[config.mk]
export PLATFORM = sky130hd
export DESIGN_NAME = dcache_ctrl
export DESIGN_NICKNAME = d
export VERILOG_FILES = /design/src/rtl/dcache_pkg.sv /design/src/rtl/dcache_array.sv /design/src/rtl/dcache_ctrl.sv
export SDC_FILE = /design/constraint.sdc
export NUM_CORES = 2
export LEC_CHECK = 0
export CORE_MARGIN = 1.5
export CORE_UTILIZATION = 55
export DETAILED_ROUTE_END_ITERATION = 10
export PLACE_DENSITY = 0.88
export SLEW_MARGIN = 30
export SYNTH_ARGS = -nofsm -noshare
export SYNTH_HDL_FRONTEND = slang
export SYNTH_MEMORY_MAX_BITS = 65536
export SYNTH_SLANG_ARGS = --single-unit
[constraint.sdc]
create_clock -name CLK -period 5.65 [get_ports CLK]
set_input_delay 1.13 -clock CLK [delete_from_list [all_inputs] [get_ports CLK]]
set_output_delay 1.13 -clock CLK [all_outputs]
set_load 0.1 [all_outputs]
[src/rtl/dcache_pkg.sv]
// Shared constants, FSM state type and address-field helpers for the
// direct-mapped write-back data cache.
package dcache_pkg;

    localparam int unsigned BLOCK_W        = 256;
    localparam int unsigned WORD_W         = 32;
    localparam int unsigned OFFSET_W       = 5;
    localparam int unsigned WORDS_PER_LINE = BLOCK_W / WORD_W;

    typedef enum logic [1:0] {
        IDLE,
        WB,
        REFILL
    } state_e;

    // Results are full-width; callers keep the low INDEX_W / TAG_W bits.
    function automatic logic [31:0] addr_index(input logic [31:0] addr,
                                               input int unsigned num_lines);
        return (addr >> OFFSET_W) & (num_lines - 32'd1);
    endfunction

    function automatic logic [31:0] addr_tag(input logic [31:0] addr,
                                             input int unsigned num_lines);
        return addr >> (OFFSET_W + $clog2(num_lines));
    endfunction

endpackage

[src/rtl/dcache_array.sv]
// Line storage for the data cache: valid/dirty/tag/data per line, one
// combinational read port, a word-write port and a whole-line fill port.
module dcache_array
    import dcache_pkg::*;
#(
    parameter int unsigned NUM_LINES = 16,
    parameter int unsigned INDEX_W   = $clog2(NUM_LINES),
    parameter int unsigned TAG_W     = 32 - OFFSET_W - INDEX_W
) (
    input  logic               clk_i,
    input  logic               rst_ni,
    input  logic [INDEX_W-1:0] idx_i,
    output logic               valid_o,
    output logic               dirty_o,
    output logic [TAG_W-1:0]   tag_o,
    output logic [BLOCK_W-1:0] line_o,
    input  logic               word_we_i,
    input  logic [2:0]         word_sel_i,
    input  logic [WORD_W-1:0]  word_data_i,
    input  logic               line_we_i,
    input  logic [TAG_W-1:0]   line_tag_i,
    input  logic [BLOCK_W-1:0] line_data_i
);

    logic [NUM_LINES-1:0] valid_q;
    logic [NUM_LINES-1:0] dirty_q;
    logic [TAG_W-1:0]     tag_q  [NUM_LINES];
    logic [BLOCK_W-1:0]   data_q [NUM_LINES];
    logic [7:0]           word_lsb;

    assign word_lsb = {word_sel_i, 5'b0};

    always_ff @(posedge clk_i or negedge rst_ni) begin
        if (!rst_ni) begin
            valid_q <= '0;
            dirty_q <= '0;
        end else if (line_we_i) begin
            valid_q[idx_i] <= 1'b1;
            dirty_q[idx_i] <= 1'b0;
        end else if (word_we_i) begin
            dirty_q[idx_i] <= 1'b1;
        end
    end

    // Tag and data need no reset: a line is only observed once its valid bit is set.
    always_ff @(posedge clk_i) begin
        if (line_we_i) begin
            tag_q[idx_i]  <= line_tag_i;
            data_q[idx_i] <= line_data_i;
        end else if (word_we_i) begin
            data_q[idx_i][word_lsb +: WORD_W] <= word_data_i;
        end
    end

    assign valid_o = valid_q[idx_i];
    assign dirty_o = dirty_q[idx_i];
    assign tag_o   = tag_q[idx_i];
    assign line_o  = data_q[idx_i];

endmodule

[src/rtl/dcache_ctrl.sv]
// Direct-mapped write-back, write-allocate data cache controller: hit path,
// miss FSM (IDLE/WB/REFILL) and block interface to data memory.
module dcache_ctrl
    import dcache_pkg::*;
#(
    parameter int unsigned NUM_LINES = 16
) (
    input  logic                CLK,
    input  logic                RESET,
    input  logic                MemRead,
    input  logic                MemWrite,
    input  logic [31:0]         data_address_2DM,
    input  logic [31:0]         data_write_2DM,
    output logic [31:0]         data_read_fDM,
    output logic                FREEZE,
    output logic                dBlkRead,
    output logic                dBlkWrite,
    output logic [31:0]         dBlk_address,
    output logic [BLOCK_W-1:0]  block_write_2DM,
    input  logic [BLOCK_W-1:0]  block_read_fDM,
    input  logic                dBlkDone
);

    localparam int unsigned INDEX_W = $clog2(NUM_LINES);
    localparam int unsigned TAG_W   = 32 - OFFSET_W - INDEX_W;

    state_e               state_q, state_d;
    logic [INDEX_W-1:0]   miss_idx_q, miss_idx_d;
    logic [TAG_W-1:0]     miss_tag_q, miss_tag_d;
    logic [WORD_W-1:0]    rdata_q, rdata_d;

    logic [31:0]          req_idx_full, req_tag_full;
    logic [INDEX_W-1:0]   req_idx, arr_idx;
    logic [TAG_W-1:0]     req_tag;
    logic [2:0]           req_word;
    logic                 req, hit, load_hit;
    logic                 unused_bits;

    logic                 arr_valid, arr_dirty;
    logic [TAG_W-1:0]     arr_tag;
    logic [BLOCK_W-1:0]   arr_line;
    logic [WORD_W-1:0]    arr_word;
    logic                 word_we, line_we;
    logic                 freeze_raw;

    assign req_idx_full = addr_index(data_address_2DM, NUM_LINES);
    assign req_tag_full = addr_tag(data_address_2DM, NUM_LINES);
    assign req_idx      = req_idx_full[INDEX_W-1:0];
    assign req_tag      = req_tag_full[TAG_W-1:0];
    assign req_word     = data_address_2DM[4:2];
    assign unused_bits  = ^{data_address_2DM[1:0], req_idx_full[31:INDEX_W],
                            req_tag_full[31:TAG_W]};

    assign req = MemRead | MemWrite;

    // During a transfer the array is addressed by the latched miss line.
    assign arr_idx  = (state_q == IDLE) ? req_idx : miss_idx_q;
    assign arr_word = arr_line[{req_word, 5'b0} +: WORD_W];
    assign hit      = (state_q == IDLE) && arr_valid && (arr_tag == req_tag);
    assign load_hit = hit && MemRead && !MemWrite;

    dcache_array #(
        .NUM_LINES (NUM_LINES),
        .INDEX_W   (INDEX_W),
        .TAG_W     (TAG_W)
    ) u_array (
        .clk_i       (CLK),
        .rst_ni      (RESET),
        .idx_i       (arr_idx),
        .valid_o     (arr_valid),
        .dirty_o     (arr_dirty),
        .tag_o       (arr_tag),
        .line_o      (arr_line),
        .word_we_i   (word_we),
        .word_sel_i  (req_word),
        .word_data_i (data_write_2DM),
        .line_we_i   (line_we),
        .line_tag_i  (miss_tag_q),
        .line_data_i (block_read_fDM)
    );

    always_ff @(posedge CLK or negedge RESET) begin
        if (!RESET) begin
            state_q    <= IDLE;
            miss_idx_q <= '0;
            miss_tag_q <= '0;
            rdata_q    <= '0;
        end else begin
            state_q    <= state_d;
            miss_idx_q <= miss_idx_d;
            miss_tag_q <= miss_tag_d;
            rdata_q    <= rdata_d;
        end
    end

    always_comb begin
        state_d         = state_q;
        miss_idx_d      = miss_idx_q;
        miss_tag_d      = miss_tag_q;
        rdata_d         = rdata_q;
        freeze_raw      = 1'b0;
        dBlkRead        = 1'b0;
        dBlkWrite       = 1'b0;
        dBlk_address    = '0;
        block_write_2DM = '0;
        word_we         = 1'b0;
        line_we         = 1'b0;

        unique case (state_q)
            IDLE: begin
                if (req) begin
                    if (hit) begin
                        word_we = MemWrite;
                        if (load_hit) begin
                            rdata_d = arr_word;
                        end
                    end else begin
                        freeze_raw = 1'b1;
                        miss_idx_d = req_idx;
                        miss_tag_d = req_tag;
                        state_d    = (arr_valid && arr_dirty) ? WB : REFILL;
                    end
                end
            end
            WB: begin
                freeze_raw      = 1'b1;
                dBlkWrite       = 1'b1;
                dBlk_address    = {arr_tag, miss_idx_q, 5'b0};
                block_write_2DM = arr_line;
                if (dBlkDone) begin
                    state_d = REFILL;
                end
            end
            REFILL: begin
                freeze_raw   = 1'b1;
                dBlkRead     = 1'b1;
                dBlk_address = {miss_tag_q, miss_idx_q, 5'b0};
                if (dBlkDone) begin
                    line_we = 1'b1;
                    state_d = IDLE;
                end
            end
            default: state_d = IDLE;
        endcase
    end

    // A held request would otherwise raise the miss stall while reset is asserted.
    assign FREEZE        = freeze_raw & RESET;
    assign data_read_fDM = load_hit ? arr_word : rdata_q;

endmodule

==> results of run 1 <==
metal layers:
| layer | GRT overflow | global-route usage |
|---|---|---|
| met5 | 1 | 0.591 |
| met4 | 43 | 0.702 |
| met3 | 1 | 0.664 |
| met2 | 53 | 0.799 |
| met1 | 2 | 0.640 |
cells by family after synthesis:
family | Yosys count
other | 1
buffers and inverters | 634
adder cells (fa/ha/maj) | 9
XOR/XNOR | 23
flip-flops | 4557
AND/OR/NAND/NOR | 930
AO/OA/AOI/OAI | 1010
multiplexers | 1478
per-stage QoR:
stage / instance area, um^2 / hold WS, ns / instances
after CTS: 226000 / 0.169 / 15205
after global placement: 209000 / 0.445 / 14321
after detailed placement: 209000 / 0.458 / 14322
after floorplan: 180000 / 0.434 / 8646
repair_timing:
item,CTS
hold endpoints to repair,0
setup buffers,81
pin swaps,83
endpoints found under the setup margin,233
gates cloned,34
resized for setup,485
==> impl_metrics.ini, run 1 <==
[synthesis]
synthCells = 8642
synth_area_leaders = edfxtp_1 (74%), mux4_2 (14%), a22oi_1 (2.2%)
yosys_register_bits = 4557
yosys_warnings = 0
synth_top_family_by_area = multiplexers
synth_area_per_cell_um2 = 20.8
synth_compound_area_frac = 0.0378
synth_top_area_frac = 0.744
async_flop_share = 0.0204
yosys.area_share.simple = 0.0264
synthMuxAreaShare = 0.162
ys_seq_area_frac = 0.757
synthAdderAreaFrac = 0.000625
synth.largest_area_cell = edfxtp_1
synth_edf_count = 4464
netlist_area_mm2 = 0.180
synthFlopType = edfxtp_1
synth_top_cells_by_count = edfxtp_1 (4464), mux4_2 (1128), a22oi_1 (535)
ys_types = 61
synth_most_common_cell = edfxtp_1
synth_xor_xnor_area_share = 0.00112

[status]
status = aborted with a tool error
haltStage = global routing
error = [ERROR GRT-0232] Routing congestion too high. Check the congestion heatmap in the GUI.

[die]
fp.dieW_um = 575
row_count = 209
die-height_um = 575
initial_core_util = 0.554
pin_count = 648

[clock_network]
hold_buffers = 0
numCtsBuffers = 427
cts-root-buf = clkbuf_16
cts_htree_levels = 5
clockBufferDepth = 4
cts_sinks = 4557

[sta]
worst_path_end_type = top-level output
grt-worst-endpoint = data_read_fDM[23]

[grt]
antenna_found_initial = 319
grt_max_degree = 256
grt_overflow = 100
grt_util_all_layers = 0.699

[placement]
place_congestion = 0.943
io_buffers = 640
place_ws_ns = -0.991
dp_hpwl_um = 439000
==> run 2: changes to the inputs <==
--- a/config.mk
+++ b/config.mk
@@ -6,9 +6,9 @@
 export NUM_CORES = 2
 export LEC_CHECK = 0
 export CORE_MARGIN = 1.5
-export CORE_UTILIZATION = 55
+export CORE_UTILIZATION = 40
 export DETAILED_ROUTE_END_ITERATION = 10
-export PLACE_DENSITY = 0.88
+export PLACE_DENSITY_LB_ADDON = 0.15
 export SLEW_MARGIN = 30
 export SYNTH_ARGS = -nofsm -noshare
 export SYNTH_HDL_FRONTEND = slang
==> constraint.sdc (replaced) <==
create_clock -name CLK -period 7.35 [get_ports CLK]
set_input_delay 1.47 -clock CLK [delete_from_list [all_inputs] [get_ports CLK]]
set_output_delay 1.47 -clock CLK [all_outputs]
set_load 0.1 [all_outputs]
==> run 2 against run 1 <==
Compared with the run above: the flow now finishes, with violations (antenna violations); synthesized area unchanged; synthesized cell count did not move.
==> impl_metrics.ini, run 2 <==
[status]
status = finished, violations left
violations = antenna violations

[synthesis]
synth_area_per_cell_um2 = 20.8
synthCells = 8642
synth_top_area_frac = 0.744
yosys_warnings = 0
ys_types = 61
synth_area_leaders = edfxtp_1 (74%), mux4_2 (14%), a22oi_1 (2.2%)
synth_top_cells_by_count = edfxtp_1 (4464), mux4_2 (1128), a22oi_1 (535)
async_flop_share = 0.0204
ys_seq_area_frac = 0.757
synth_most_common_cell = edfxtp_1
synth_edf_count = 4464
synthFlopType = edfxtp_1
yosys_register_bits = 4557
netlist_area_mm2 = 0.180
synth.largest_area_cell = edfxtp_1

[critical_path]
cp_slowest_stage_delay_ns = 0.59
cp-end-kind = primary output
cp_max_fo = 29
rrSetupSlack_ns = 1.59
cp_common_cell = buf_12
crit_arrival_ns = 5.83
worstPathCellList = clkdlybuf4s50_1 -> buf_4 -> nand3b_1 -> a21oi_1 -> or4_1 -> a2111oi_4 -> buf_4 -> xnor2_2 -> nand4_1 -> nor4_4 -> nand4b_1 -> buf_12 -> buf_12 -> mux2_2 -> buf_12
critPathLaunchType = input port
critPathKind = input port to primary output
slowest_stage = or4_1
crit_required_ns = 5.88

[sta]
tightestPinTransition_ns = 1.00
skew_ns = 0.0421
timing.final.ws_setup_ns = 0.0536
rsz0062_at_grt = yes
setup_viol = 0
min_period_ns = 7.30
hold_violations = 0
relSlewSlack = 0.330
holdWs_ns = 0.375
fmax_mhz = 137
finalSetupTns_ns = 0
finalMaxSlewViolations = 0
fin_crit_sh = 0.993

[worst_hold_path]
hp-class = input port to async pin

[power]
p_total_uw = 91600
leakage_uw = 0.0727
ir_drop_mv = 0.261
power_density_mw_per_mm2 = 411

[die]
die-height_um = 674
die_area_mm2 = 0.454
pin_count = 648
row_count = 246
core_mm2 = 0.449
fp.dieW_um = 674
initial_core_util = 0.401

[clock_network]
clockBufferDepth = 4
hold_buffers = 0
cts-root-buf = clkbuf_16
cts_htree_levels = 5
insertion_delay_ns = 1.03
cts_sinks = 4557
clkSlewWorstSetupHoldPaths_ns = 0.06
numCtsBuffers = 469
cts_tree = yes

[route]
detail_route.vias_per_cell = 6.04
drt-total-wl_um = 669000
wl_per_cell_um = 39.9
dr_total_vias = 101131
drc = 0
ant_nets = 1
drt_iter0_markers = 13681
drt_pre_antenna_iters = 6

[cells_and_area]
final_common_cell = edfxtp_1
final_nets = 10523
area_growth_pct = 23.7
final_cell_mix = edfxtp_1 (4464), mux4_2 (1128), buf_4 (762)
regMostFlops = u_array.data_q
largest_reg_flops = 4096
fin_area_mm2 = 0.223
reg.largest.list = u_array.data_q: 4096 flops, u_array.tag_q: 368 flops, rdata_q: 32 flops
drive_gt1_frac = 0.349

[flow_run]
cap_viol_max_count = 0

[placement]
dp_hpwl_um = 437000
io_buffers = 640
place_congestion = 0.880
place_ws_ns = -0.146
dpl_cell_area_mm2 = 0.207

[grt]
grt_pass1_vias = 98022
antenna_found_initial = 126
grt_util_all_layers = 0.290
grt_overflow = 0
grt_pass1_wl_um = 884000
grt_max_degree = 96
==> run 2: cell counts after synthesis <==
Identical to the previous run, type by type.
==> run 2: critical path: cells and delay by family <==
family / cells / cell delay (ns)
AND/OR/NAND/NOR: 5 / 1.70
buffers and inverters: 6 / 1.52
AO/OA/AOI/OAI: 2 / 0.50
multiplexers: 1 / 0.32
XOR/XNOR: 1 / 0.16
==> run 2: worst paths after layout <==
kind                                startpoint                     end  depth (start not counted)
setup / recovery           data_address_2DM[5]       data_read_fDM[25]                         15
hold / removal                           RESET           miss_idx_q[3]                          1
min in group CLK           u_array.valid_q[11]     u_array.valid_q[11]                          1
hold reg to reg            u_array.valid_q[11]     u_array.valid_q[11]                          1
setup reg to reg                    state_q[0]  u_array.data_q[2][243]                         17
max in group asynchronous                RESET              rdata_q[4]                          2
==> run 2: logic make-up after synthesis <==
kind of cell,share of synthesized area
flip-flops,0.757
multiplexers,0.162
AO/OA/AOI/OAI,0.0378
AND/OR/NAND/NOR,0.0264
buffers and inverters,0.0147
XOR/XNOR,0.00112
adder cells (fa/ha/maj),0.000625
other,0.0000208
==> run 2: power breakdown <==
part / switching [uW] / internal (uW)
clock: 10200 / 13600
combinational: 23100 / 14000
sequential: 581 / 30200
==> run 2: what timing repair did <==
action / CTS / global route
setup endpoints to repair: 41 / 32
cloned: 2 / 0
resized for setup: 25 / 22
buffers inserted: 11 / 10
pin swaps: 3 / 6
==> run 2: layout make-up <==
type,instances,area [um^2]
Fill cell,36325,226000
Antenna cell,192,480
Clock inverter,293,2910
Multi-Input combinational cell,3456,43200
Inverter,62,235
Tap cell,5952,7450
Sequential cell,4557,136000
Timing Repair Buffer,1643,19900
Clock buffer,583,12300
==> run 2: per-layer routing <==
layer  vias up  GRT usage  part of all wire
met5         -          0           0.00012
met4        16      0.149             0.053
met3      1074     0.0550             0.092
met2      5881      0.461              0.48
met1     54720      0.382              0.37
li1      39440          -                 -
==> run 2: metrics by stage <==
step                cells   util
global placement    15646  0.460
floorplan            8646      -
detailed placement  15647  0.461
CTS                 16536  0.495
finish              16738  0.497
global route        16645  0.496
No activity file was read; power rests on OpenSTA's default activity.
